$ cat config.mk
export PLATFORM = sky130hd
export DESIGN_NAME = pipeline_ctrl
export DESIGN_NICKNAME = d
export VERILOG_FILES = /design/src/rtl/pipeline_ctrl.sv
export SDC_FILE = /design/constraint.sdc
export NUM_CORES = 1
export LEC_CHECK = 0
export CORE_UTILIZATION = 40
export DETAILED_ROUTE_END_ITERATION = 8
export PLACE_DENSITY = 0.88
export SYNTH_ARGS = -nofsm -noshare
export SYNTH_HDL_FRONTEND = slang
export SYNTH_SLANG_ARGS = --single-unit
$ cat constraint.sdc
create_clock -name clk -period 1.3 [get_ports clk]
set_input_delay 0.195 -clock clk [delete_from_list [all_inputs] [get_ports clk]]
set_output_delay 0.195 -clock clk [all_outputs]
set_load 0.02 [all_outputs]
$ cat src/rtl/pipeline_ctrl.sv
// pipeline_ctrl: decodes the D-stage instruction once and carries its control word through E/M/W,
// with bubble insertion on stall and a multiply/divide busy counter that raises its own stall.
module pipeline_ctrl #(
    parameter int MULT_CYCLES = 5,
    parameter int DIV_CYCLES  = 10
) (
    input  logic        clk,
    input  logic        reset,
    input  logic [31:0] instr_d,
    input  logic        stall,
    output logic [1:0]  npc_sel_d,
    output logic        cmp_op_d,
    output logic [1:0]  ext_op_d,
    output logic        md_stall_d,
    output logic        alu_src_e,
    output logic [2:0]  alu_op_e,
    output logic [2:0]  md_op_e,
    output logic        md_start_e,
    output logic        md_busy,
    output logic        mem_write_m,
    output logic        reg_write_w,
    output logic [1:0]  wd_sel_w,
    output logic        hilo_sel_w,
    output logic [4:0]  a3_e,
    output logic [4:0]  a3_m,
    output logic [4:0]  a3_w,
    output logic [1:0]  tnew_e,
    output logic [1:0]  tnew_m
);
    localparam int CW = $clog2(DIV_CYCLES + 1);

    typedef struct packed {
        logic       alu_src;
        logic [2:0] alu_op;
        logic [2:0] md_op;
        logic       mem_write;
        logic       reg_write;
        logic [1:0] wd_sel;
        logic       hilo_sel;
        logic [4:0] a3;
        logic [1:0] tnew;
    } ectrl_t;

    typedef struct packed {
        logic       mem_write;
        logic       reg_write;
        logic [1:0] wd_sel;
        logic       hilo_sel;
        logic [4:0] a3;
        logic [1:0] tnew;
    } mctrl_t;

    typedef struct packed {
        logic       reg_write;
        logic [1:0] wd_sel;
        logic       hilo_sel;
        logic [4:0] a3;
    } wctrl_t;

    logic [5:0] op, fn;
    logic [4:0] rt, rd, a3_raw;
    logic       r, addu_i, subu_i, sra_i, jr_i, jalr_i, mult_i, multu_i, div_i, divu_i;
    logic       mfhi_i, mflo_i, mthi_i, mtlo_i, ori_i, lui_i, addi_i, lw_i, sw_i;
    logic       beq_i, bgez_i, j_i, jal_i, md_class, unused_bits;
    ectrl_t     d, e;
    mctrl_t     m;
    wctrl_t     w;
    logic [CW-1:0] cnt;

    assign op = instr_d[31:26];
    assign rt = instr_d[20:16];
    assign rd = instr_d[15:11];
    assign fn = instr_d[5:0];
    assign unused_bits = ^{instr_d[25:21], instr_d[10:6]};

    assign r       = op == 6'h00;
    assign addu_i  = r && fn == 6'h21;
    assign subu_i  = r && fn == 6'h23;
    assign sra_i   = r && fn == 6'h03;
    assign jr_i    = r && fn == 6'h08;
    assign jalr_i  = r && fn == 6'h09;
    assign mfhi_i  = r && fn == 6'h10;
    assign mthi_i  = r && fn == 6'h11;
    assign mflo_i  = r && fn == 6'h12;
    assign mtlo_i  = r && fn == 6'h13;
    assign mult_i  = r && fn == 6'h18;
    assign multu_i = r && fn == 6'h19;
    assign div_i   = r && fn == 6'h1A;
    assign divu_i  = r && fn == 6'h1B;
    assign ori_i   = op == 6'h0D;
    assign lui_i   = op == 6'h0F;
    assign addi_i  = op == 6'h08;
    assign lw_i    = op == 6'h23;
    assign sw_i    = op == 6'h2B;
    assign beq_i   = op == 6'h04;
    assign bgez_i  = op == 6'h01 && rt == 5'd1;
    assign j_i     = op == 6'h02;
    assign jal_i   = op == 6'h03;
    assign md_class = mult_i | multu_i | div_i | divu_i | mfhi_i | mflo_i | mthi_i | mtlo_i;

    // a write to $0 is no write at all, so the hazard unit never sees it as a producer
    assign a3_raw = (addu_i | subu_i | sra_i | jalr_i | mfhi_i | mflo_i) ? rd :
                    (ori_i | lui_i | addi_i | lw_i) ? rt : jal_i ? 5'd31 : 5'd0;

    always_comb begin
        d           = '0;
        d.alu_src   = ori_i | lui_i | addi_i | lw_i | sw_i;
        d.alu_op    = subu_i ? 3'd1 : ori_i ? 3'd2 : sra_i ? 3'd3 : 3'd0;
        d.md_op     = mult_i ? 3'd1 : multu_i ? 3'd2 : div_i ? 3'd3 : divu_i ? 3'd4 :
                      mthi_i ? 3'd5 : mtlo_i ? 3'd6 : 3'd0;
        d.mem_write = sw_i;
        d.reg_write = a3_raw != 5'd0;
        d.wd_sel    = lw_i ? 2'd1 : (jal_i | jalr_i) ? 2'd2 : (mfhi_i | mflo_i) ? 2'd3 : 2'd0;
        d.hilo_sel  = mfhi_i;
        d.a3        = a3_raw;
        d.tnew      = lw_i ? 2'd2 :
                      (addu_i | subu_i | sra_i | ori_i | lui_i | addi_i | mfhi_i | mflo_i) ? 2'd1 : 2'd0;
    end

    assign npc_sel_d  = (beq_i | bgez_i) ? 2'd1 : (j_i | jal_i) ? 2'd2 : (jr_i | jalr_i) ? 2'd3 : 2'd0;
    assign cmp_op_d   = bgez_i;
    assign ext_op_d   = (lw_i | sw_i | addi_i) ? 2'd1 : lui_i ? 2'd2 : 2'd0;
    assign md_start_e = e.md_op != 3'd0 && e.md_op <= 3'd4;
    assign md_busy    = cnt != '0;
    assign md_stall_d = md_class & (md_start_e | md_busy);

    always_ff @(posedge clk or negedge reset) begin
        if (!reset) begin
            e   <= '0;
            m   <= '0;
            w   <= '0;
            cnt <= '0;
        end else begin
            e   <= stall ? '0 : d;
            m   <= '{e.mem_write, e.reg_write, e.wd_sel, e.hilo_sel, e.a3, e.tnew - 2'(e.tnew != 2'd0)};
            w   <= '{m.reg_write, m.wd_sel, m.hilo_sel, m.a3};
            cnt <= md_start_e ? ((e.md_op <= 3'd2) ? CW'(MULT_CYCLES) : CW'(DIV_CYCLES)) :
                   cnt - CW'(md_busy);
        end
    end

    assign alu_src_e   = e.alu_src;
    assign alu_op_e    = e.alu_op;
    assign md_op_e     = e.md_op;
    assign a3_e        = e.a3;
    assign tnew_e      = e.tnew;
    assign mem_write_m = m.mem_write;
    assign a3_m        = m.a3;
    assign tnew_m      = m.tnew;
    assign reg_write_w = w.reg_write;
    assign wd_sel_w    = w.wd_sel;
    assign hilo_sel_w  = w.hilo_sel;
    assign a3_w        = w.a3;
endmodule

==> metrics, run 1 <==
share of the synthesized area in the top cell type ~52%; layout cells sized above 1 a little over half; Root Driver clkbuf_8; via/cell ratio about 5; synth unique cells 51; CTS clk-pin slew, worst paths around 0.08 ns; Worst Hold Slack around 0.27 ns; Initial Utilization a little over two fifths; ant diodes 0; Post-Syn Area 2050 sq um; register share of total power approximately two fifths; leakage about 1.8 nW; antenna-violating nets left 0; Synth area leader dfrtp_1; largest net degree at the start of global routing 21; CP Max Fanout 2; vias in the first global route about 1,900; most frequent cells after synthesis dfrtp_1 (43), buf_4 (21), nor2_1 (18); crit-path max cell delay roughly 0.41 ns; Synth Instances ~200; clk buf depth 2; worst min path class in -> reg; dominant cells by area after synthesis dfrtp_1 (52%), buf_4 (7.7%), nor2_1 (3.3%), a21oi_1 (2.7%), nand2_1 (2.6%); WL final between 5000 and 6000 um; upper clock frequency limit 0.619 GHz; DP Wirelength approximately 3500 um; setup_tns -2.36 ns; CP delay by family, top flip-flops; DIE AREA ~5400 sq um; GRT Total Usage about a fifth; fin worst setup slack -0.314 ns; die width 73.7 um; Worst EP arrival approximately 1.8 ns; CTS tree built; post-synthesis sequential area ratio 52.4%; final setup violating endpoints 14; total gr overflow 0; clock sink count 43; average cell area after synthesis ~10 sq um; Max Slew Vio Count 0; Core ar. 4820 sq um; first drt pass iteration count 4; Pint ~2.7 mW; Routability Congestion about 0.82; syn nets 236; DRC viols 0; Critical-path top delay cell dfrtp_1; count leader, synth dfrtp_1; synth warn 0; most frequent CP cell ha_4; Setup WS pre-CTS -1.23 ns; max-cap viol count 0; Cell Pwr Density between 1000 and 1500 nW/um^2; outcome complete, but fails checks; via count approximately 1,900; combinational power share around 35%; CP bufs+invs 1; CP Launch Type register; Area growth, synth to finish 79.2%; CP Depth 8; RSZ-0062 raised after global routing true; Worst Reg-to-Reg Cells 8; NetSw ~1.1 mW; first-pass GRT wire length 8540 um; period utilization 124%; Post-synth ARST share 100%; Fin. Hold Viols 0; Worst Skew approximately 0.0061 ns; nets@finish around 350; CP Cell Sequence nor2_2 > nand2_2 > buf_6 > ha_4 > ha_4 > xor2_4 > o21ai_2 > a21oi_2; PortBufs 62; CTS buffer count 5; H-tree levels 2; clock network power share 26.6%; failing checks setup timing; flops & latches, synth 43; Sw Share ~30%; minimum clock period 1.61 ns; initial DRC count 85; IO Pins 74; hold depth 3; Post-synth EDFFs 0; die height roughly 74 um; DR WL/cell about 15 um; Fillers just over 300; Clk Latency, worst-skew pair roughly 0.29 ns; Max VDD drop approximately 0.56 mV; initial antenna violation count 0; Crit. End Element register; Synth Flop Type dfrtp_1; crit path kind reg -> reg; Req. time, crit path 1.49 ns; FP Rows 25
==> sequential cells by signal, indices dropped and copies added (netlist names), 2 cells and up <==
| name | flops |
|---|---|
| alu_op_e | 2 |
| a3_m | 5 |
| cnt | 4 |
| m | 4 |
| tnew_e | 2 |
| tnew_m | 2 |
| a3_w | 5 |
| a3_e | 5 |
| e | 5 |
| md_op_e | 3 |
| wd_sel_w | 2 |
==> through the flow <==
| stage | area (sq um) | std cells | power (mW) | util (%) |
|---|---|---|---|---|
| floorplan | 2190 | 199 | 1.99 | - |
| global route | 3680 | 383 | 3.97 | 76.4 |
| detailed placement | 3070 | 350 | 2.36 | 63.6 |
| global placement | 3070 | 350 | 2.32 | 63.6 |
| finish | 3680 | 383 | 3.82 | 76.4 |
| CTS | 3470 | 375 | 3.51 | 71.9 |
==> power by group through the flow <==
stage	logic, mW	registers (mW)	clock network, mW
6_report	1.32	1.48	1.02
4_1_cts	1.03	1.47	1.01
3_3_place_gp	0.837	1.49	0
5_1_grt	1.40	1.49	1.08
3_5_place_dp	0.868	1.50	0
2_1_floorplan	0.494	1.50	0
==> cell families after synthesis <==
family                   Yosys count  synth area share (%)
XOR/XNOR                           4                  1.71
buffers and inverters             32                  9.93
other                              1                 0.183
flip-flops                        43                  52.4
adder cells (fa/ha/maj)            2                  1.22
AND/OR/NAND/NOR                   81                  22.5
AO/OA/AOI/OAI                     36                  12.1
==> metal layers <==
layer  vias to the layer above  wire, um  track usage, %
met1                       940      2220            23.7
li1                        907         -               -
met4                         0       129            9.40
met3                        14       206            3.29
met2                        64      3300            37.4
met5                         -         0               0
==> layout make-up <==
| type | instances | area, sq um | share of cell area [%] |
|---|---|---|---|
| sequential | 43 | 1080 | 29.2 |
| clock inverter | 3 | 43.8 | 1.19 |
| inverter | 6 | 22.5 | 0.612 |
| tap | 67 | 83.8 | 2.28 |
| clock buffer | 5 | 68.8 | 1.87 |
| multi-input combinational | 124 | 1200 | 32.6 |
| timing repair buffer | 135 | 1190 | 32.3 |
==> worst reg2reg max path: cells and delay by family, from the launching register on <==
kind            cells  cell delay (ns)
flops               1             0.41
fa+ha+maj           2             0.35
simple gates        2             0.26
xor+xnor            1             0.19
compound gates      2             0.17
buf+inv             1             0.12
==> timing repair <==
item | CTS | global route
setup endpoints to repair | 60 | 20
hold buffers | 1 | 0
hold endpoints to repair | 18 | 0
gates resized for setup | 187 | 39
pin swaps | 31 | 30
buffers inserted | 16 | 9
==> layout by cell type (no fill, tap or decap), drive strengths merged, types with 2 or more instances in the layout <==
master / synthesis / final
buf: 25 / 91
dfrtp: 43 / 43
dlygate4sd2: 0 / 31
nor2: 18 / 18
nand2: 14 / 14
a21oi: 11 / 11
nor3: 9 / 9
clkdlybuf4s50: 0 / 7
o21ai: 7 / 7
inv: 6 / 6
clkbuf: 1 / 6
nand3: 6 / 6
o211ai: 4 / 4
clkdlybuf4s15: 0 / 4
nor4: 4 / 4
nand2b: 4 / 4
and2: 3 / 3
or3: 3 / 3
nor2b: 3 / 3
xnor2: 3 / 3
nor3b: 3 / 3
and3: 2 / 2
or4: 2 / 2
a22oi: 2 / 2
nand3b: 2 / 2
ha: 2 / 2
and2b: 2 / 2
o311ai: 2 / 2
clkinv: 0 / 2
==> worst paths after layout <==
path                            start     endpoint  slack (ns)
setup / recovery               cnt[2]       cnt[2]       -0.31
hold / removal             instr_d[3]   md_op_e[2]        0.27
setup reg to reg               cnt[2]       cnt[2]       -0.31
hold reg to reg                  m[8]  wd_sel_w[0]        0.36
max in group asynchronous       reset      a3_w[3]        0.44
min in group asynchronous       reset       cnt[1]        0.38
Note: power is estimated with default switching activity, not from simulation.
==> run 2, diff against run 1 <==
RECOVER_POWER = 50   (was unset)
==> metrics, run 2 (synthesized netlist as in run 1, its figures left out) <==
outcome complete, but fails checks; failing checks setup timing; FP Rows 25 (unchanged); Fillers 306 (+0.66%); fin worst setup slack -0.314 ns (unchanged); setup_tns -2.36 ns (+0.00671 ns); Req. time, crit path 1.49 ns (about the same); crit path kind reg -> reg; minimum clock period 1.61 ns (unchanged); DRC viols 0 (unchanged); multi-input logic area 1200 sq um (unchanged); CP Cell Sequence nor2_2 > nand2_2 > buf_6 > ha_4 > ha_4 > xor2_4 > o21ai_2 > a21oi_2; GRT Total Usage 20.6% (unchanged); vias in the first global route 1,864 (unchanged); Fin. Hold Viols 0 (unchanged); DIE AREA 5430 sq um (unchanged); via/cell ratio 5.03 (unchanged); Core ar. 4820 sq um (unchanged); upper clock frequency limit 0.619 GHz (unchanged); total power 3.82 mW (-0.11%); worst min path class in -> reg; Area growth, synth to finish 78.6%; most frequent CP cell ha_4; Worst Skew 0.00682 ns (+0.000740 ns); WL final 5880 um (+0.41%); antenna-violating nets left 0 (unchanged); Crit. End Element register; post-route cell area 3670 sq um (-0.34%); Sw Share 29.6% (+0.034 points); initial DRC count 86 (+1.2%); clock sink count 43 (unchanged); IO Pins 74 (unchanged); first-pass GRT wire length 8540 um (unchanged); die width 73.7 um (unchanged); die height 73.7 um (unchanged); Cell Pwr Density 1040 nW/um^2 (+0.23%); Routability Congestion 0.825 (unchanged); clock network power share 26.6% (about the same); DP Wirelength 3520 um (unchanged); ant diodes 0 (unchanged); Critical-path top delay cell dfrtp_1; first drt pass iteration count 4 (unchanged); commonest non-fill, non-tap cell in the layout buf_4; leakage 1.82 nW (-0.25%); max-cap viol count 0 (unchanged); layout cells sized above 1 53.5% (unchanged); DP Area 3070 sq um (unchanged); initial antenna violation count 0 (unchanged); via count 1,925 (unchanged); register share of total power 38.9% (about the same); combinational power share 34.5% (about the same); Clk Latency, worst-skew pair 0.29 ns (about the same); CP bufs+invs 1 (unchanged); Max VDD drop 0.561 mV (+0.48%); RSZ-0062 raised after global routing true; Initial Utilization 42.6% (unchanged); nets@finish 352 (unchanged); CP Max Fanout 2 (unchanged); CTS buffer count 5 (unchanged); FF+latch area 1080 sq um (unchanged); CP Launch Type register; period utilization 124% (unchanged); DR WL/cell 15.4 um (+0.41%); CP delay by family, top flip-flops; Max Slew Vio Count 0 (unchanged); clk buf depth 2 (unchanged); Pint 2.69 mW (-0.15%); total gr overflow 0 (unchanged); largest net degree at the start of global routing 21 (unchanged); Root Driver clkbuf_8; crit-path max cell delay 0.41 ns (about the same); NetSw 1.13 mW (about the same); CTS clk-pin slew, worst paths 0.08 ns (about the same); Worst EP arrival 1.80 ns (about the same); PortBufs 62 (unchanged); CTS tree built; H-tree levels 2 (unchanged); final setup violating endpoints 14 (unchanged); most frequent cells in the layout buf_4 (58), dfrtp_1 (43), dlygate4sd2_1 (31), buf_6 (24), nor2_1 (9)
==> run 2: power groups by stage <==
stage          combinational, mW  clock [mW]  sequential, mW
2_1_floorplan              0.494           0            1.50
3_3_place_gp               0.837           0            1.49
3_5_place_dp               0.868           0            1.50
4_1_cts                     1.03        1.01            1.47
5_1_grt                     1.39        1.08            1.49
6_report                    1.32        1.02            1.48
==> run 2: repair_timing <==
action | in CTS | in global routing
gates resized for setup | 187 | 39
hold buffers | 1 | 0
endpoints found under the hold margin | 18 | 0
pin swaps | 31 | 30
setup endpoints to repair | 60 | 20
buffers inserted | 16 | 9
==> run 2: metal layers <==
layer	wire [um]	GRT usage (%)
met5	0	0
met4	129	9.40
met3	206	3.29
met2	3300	37.4
met1	2250	23.7
==> run 2: path summary, 6_finish.rpt <==
kind / from / endpoint / slack (ns) / depth (start not counted)
worst min-delay path: instr_d[3] / md_op_e[2] / 0.28 / 3
worst max-delay path: cnt[2] / cnt[2] / -0.31 / 8
worst max register to register: cnt[2] / cnt[2] / -0.31 / 8
min in group asynchronous: reset / cnt[1] / 0.39 / 2
max in group asynchronous: reset / m[10] / 0.24 / 3
worst min register to register: m[8] / wd_sel_w[0] / 0.36 / 0
==> run 2: cell type report <==
class                   instances  area share (%)
flip-flops and latches         43            29.3
well taps                      67            2.29
inverters                       6           0.614
multi-input cells             124            32.7
clock inverters                 3            1.19
clock buffers                   5            1.88
repair buffers                135            32.0
==> run 2: metrics by stage <==
step	hold WS, ns	cells	util (%)	setup slack (ns)
after floorplan	-0.101	199	-	-0.192
after global placement	0.161	350	63.6	-1.19
after detailed placement	0.167	350	63.6	-1.23
after CTS	0.277	375	71.9	-0.237
after global routing	0.286	383	76.2	-0.381
final	0.275	383	76.2	-0.314
==> run 2: tightest hold or removal path, stage by stage <==
cell      delay [ns]
buf_2           0.12
nand2b_4        0.07
and3_1          0.15
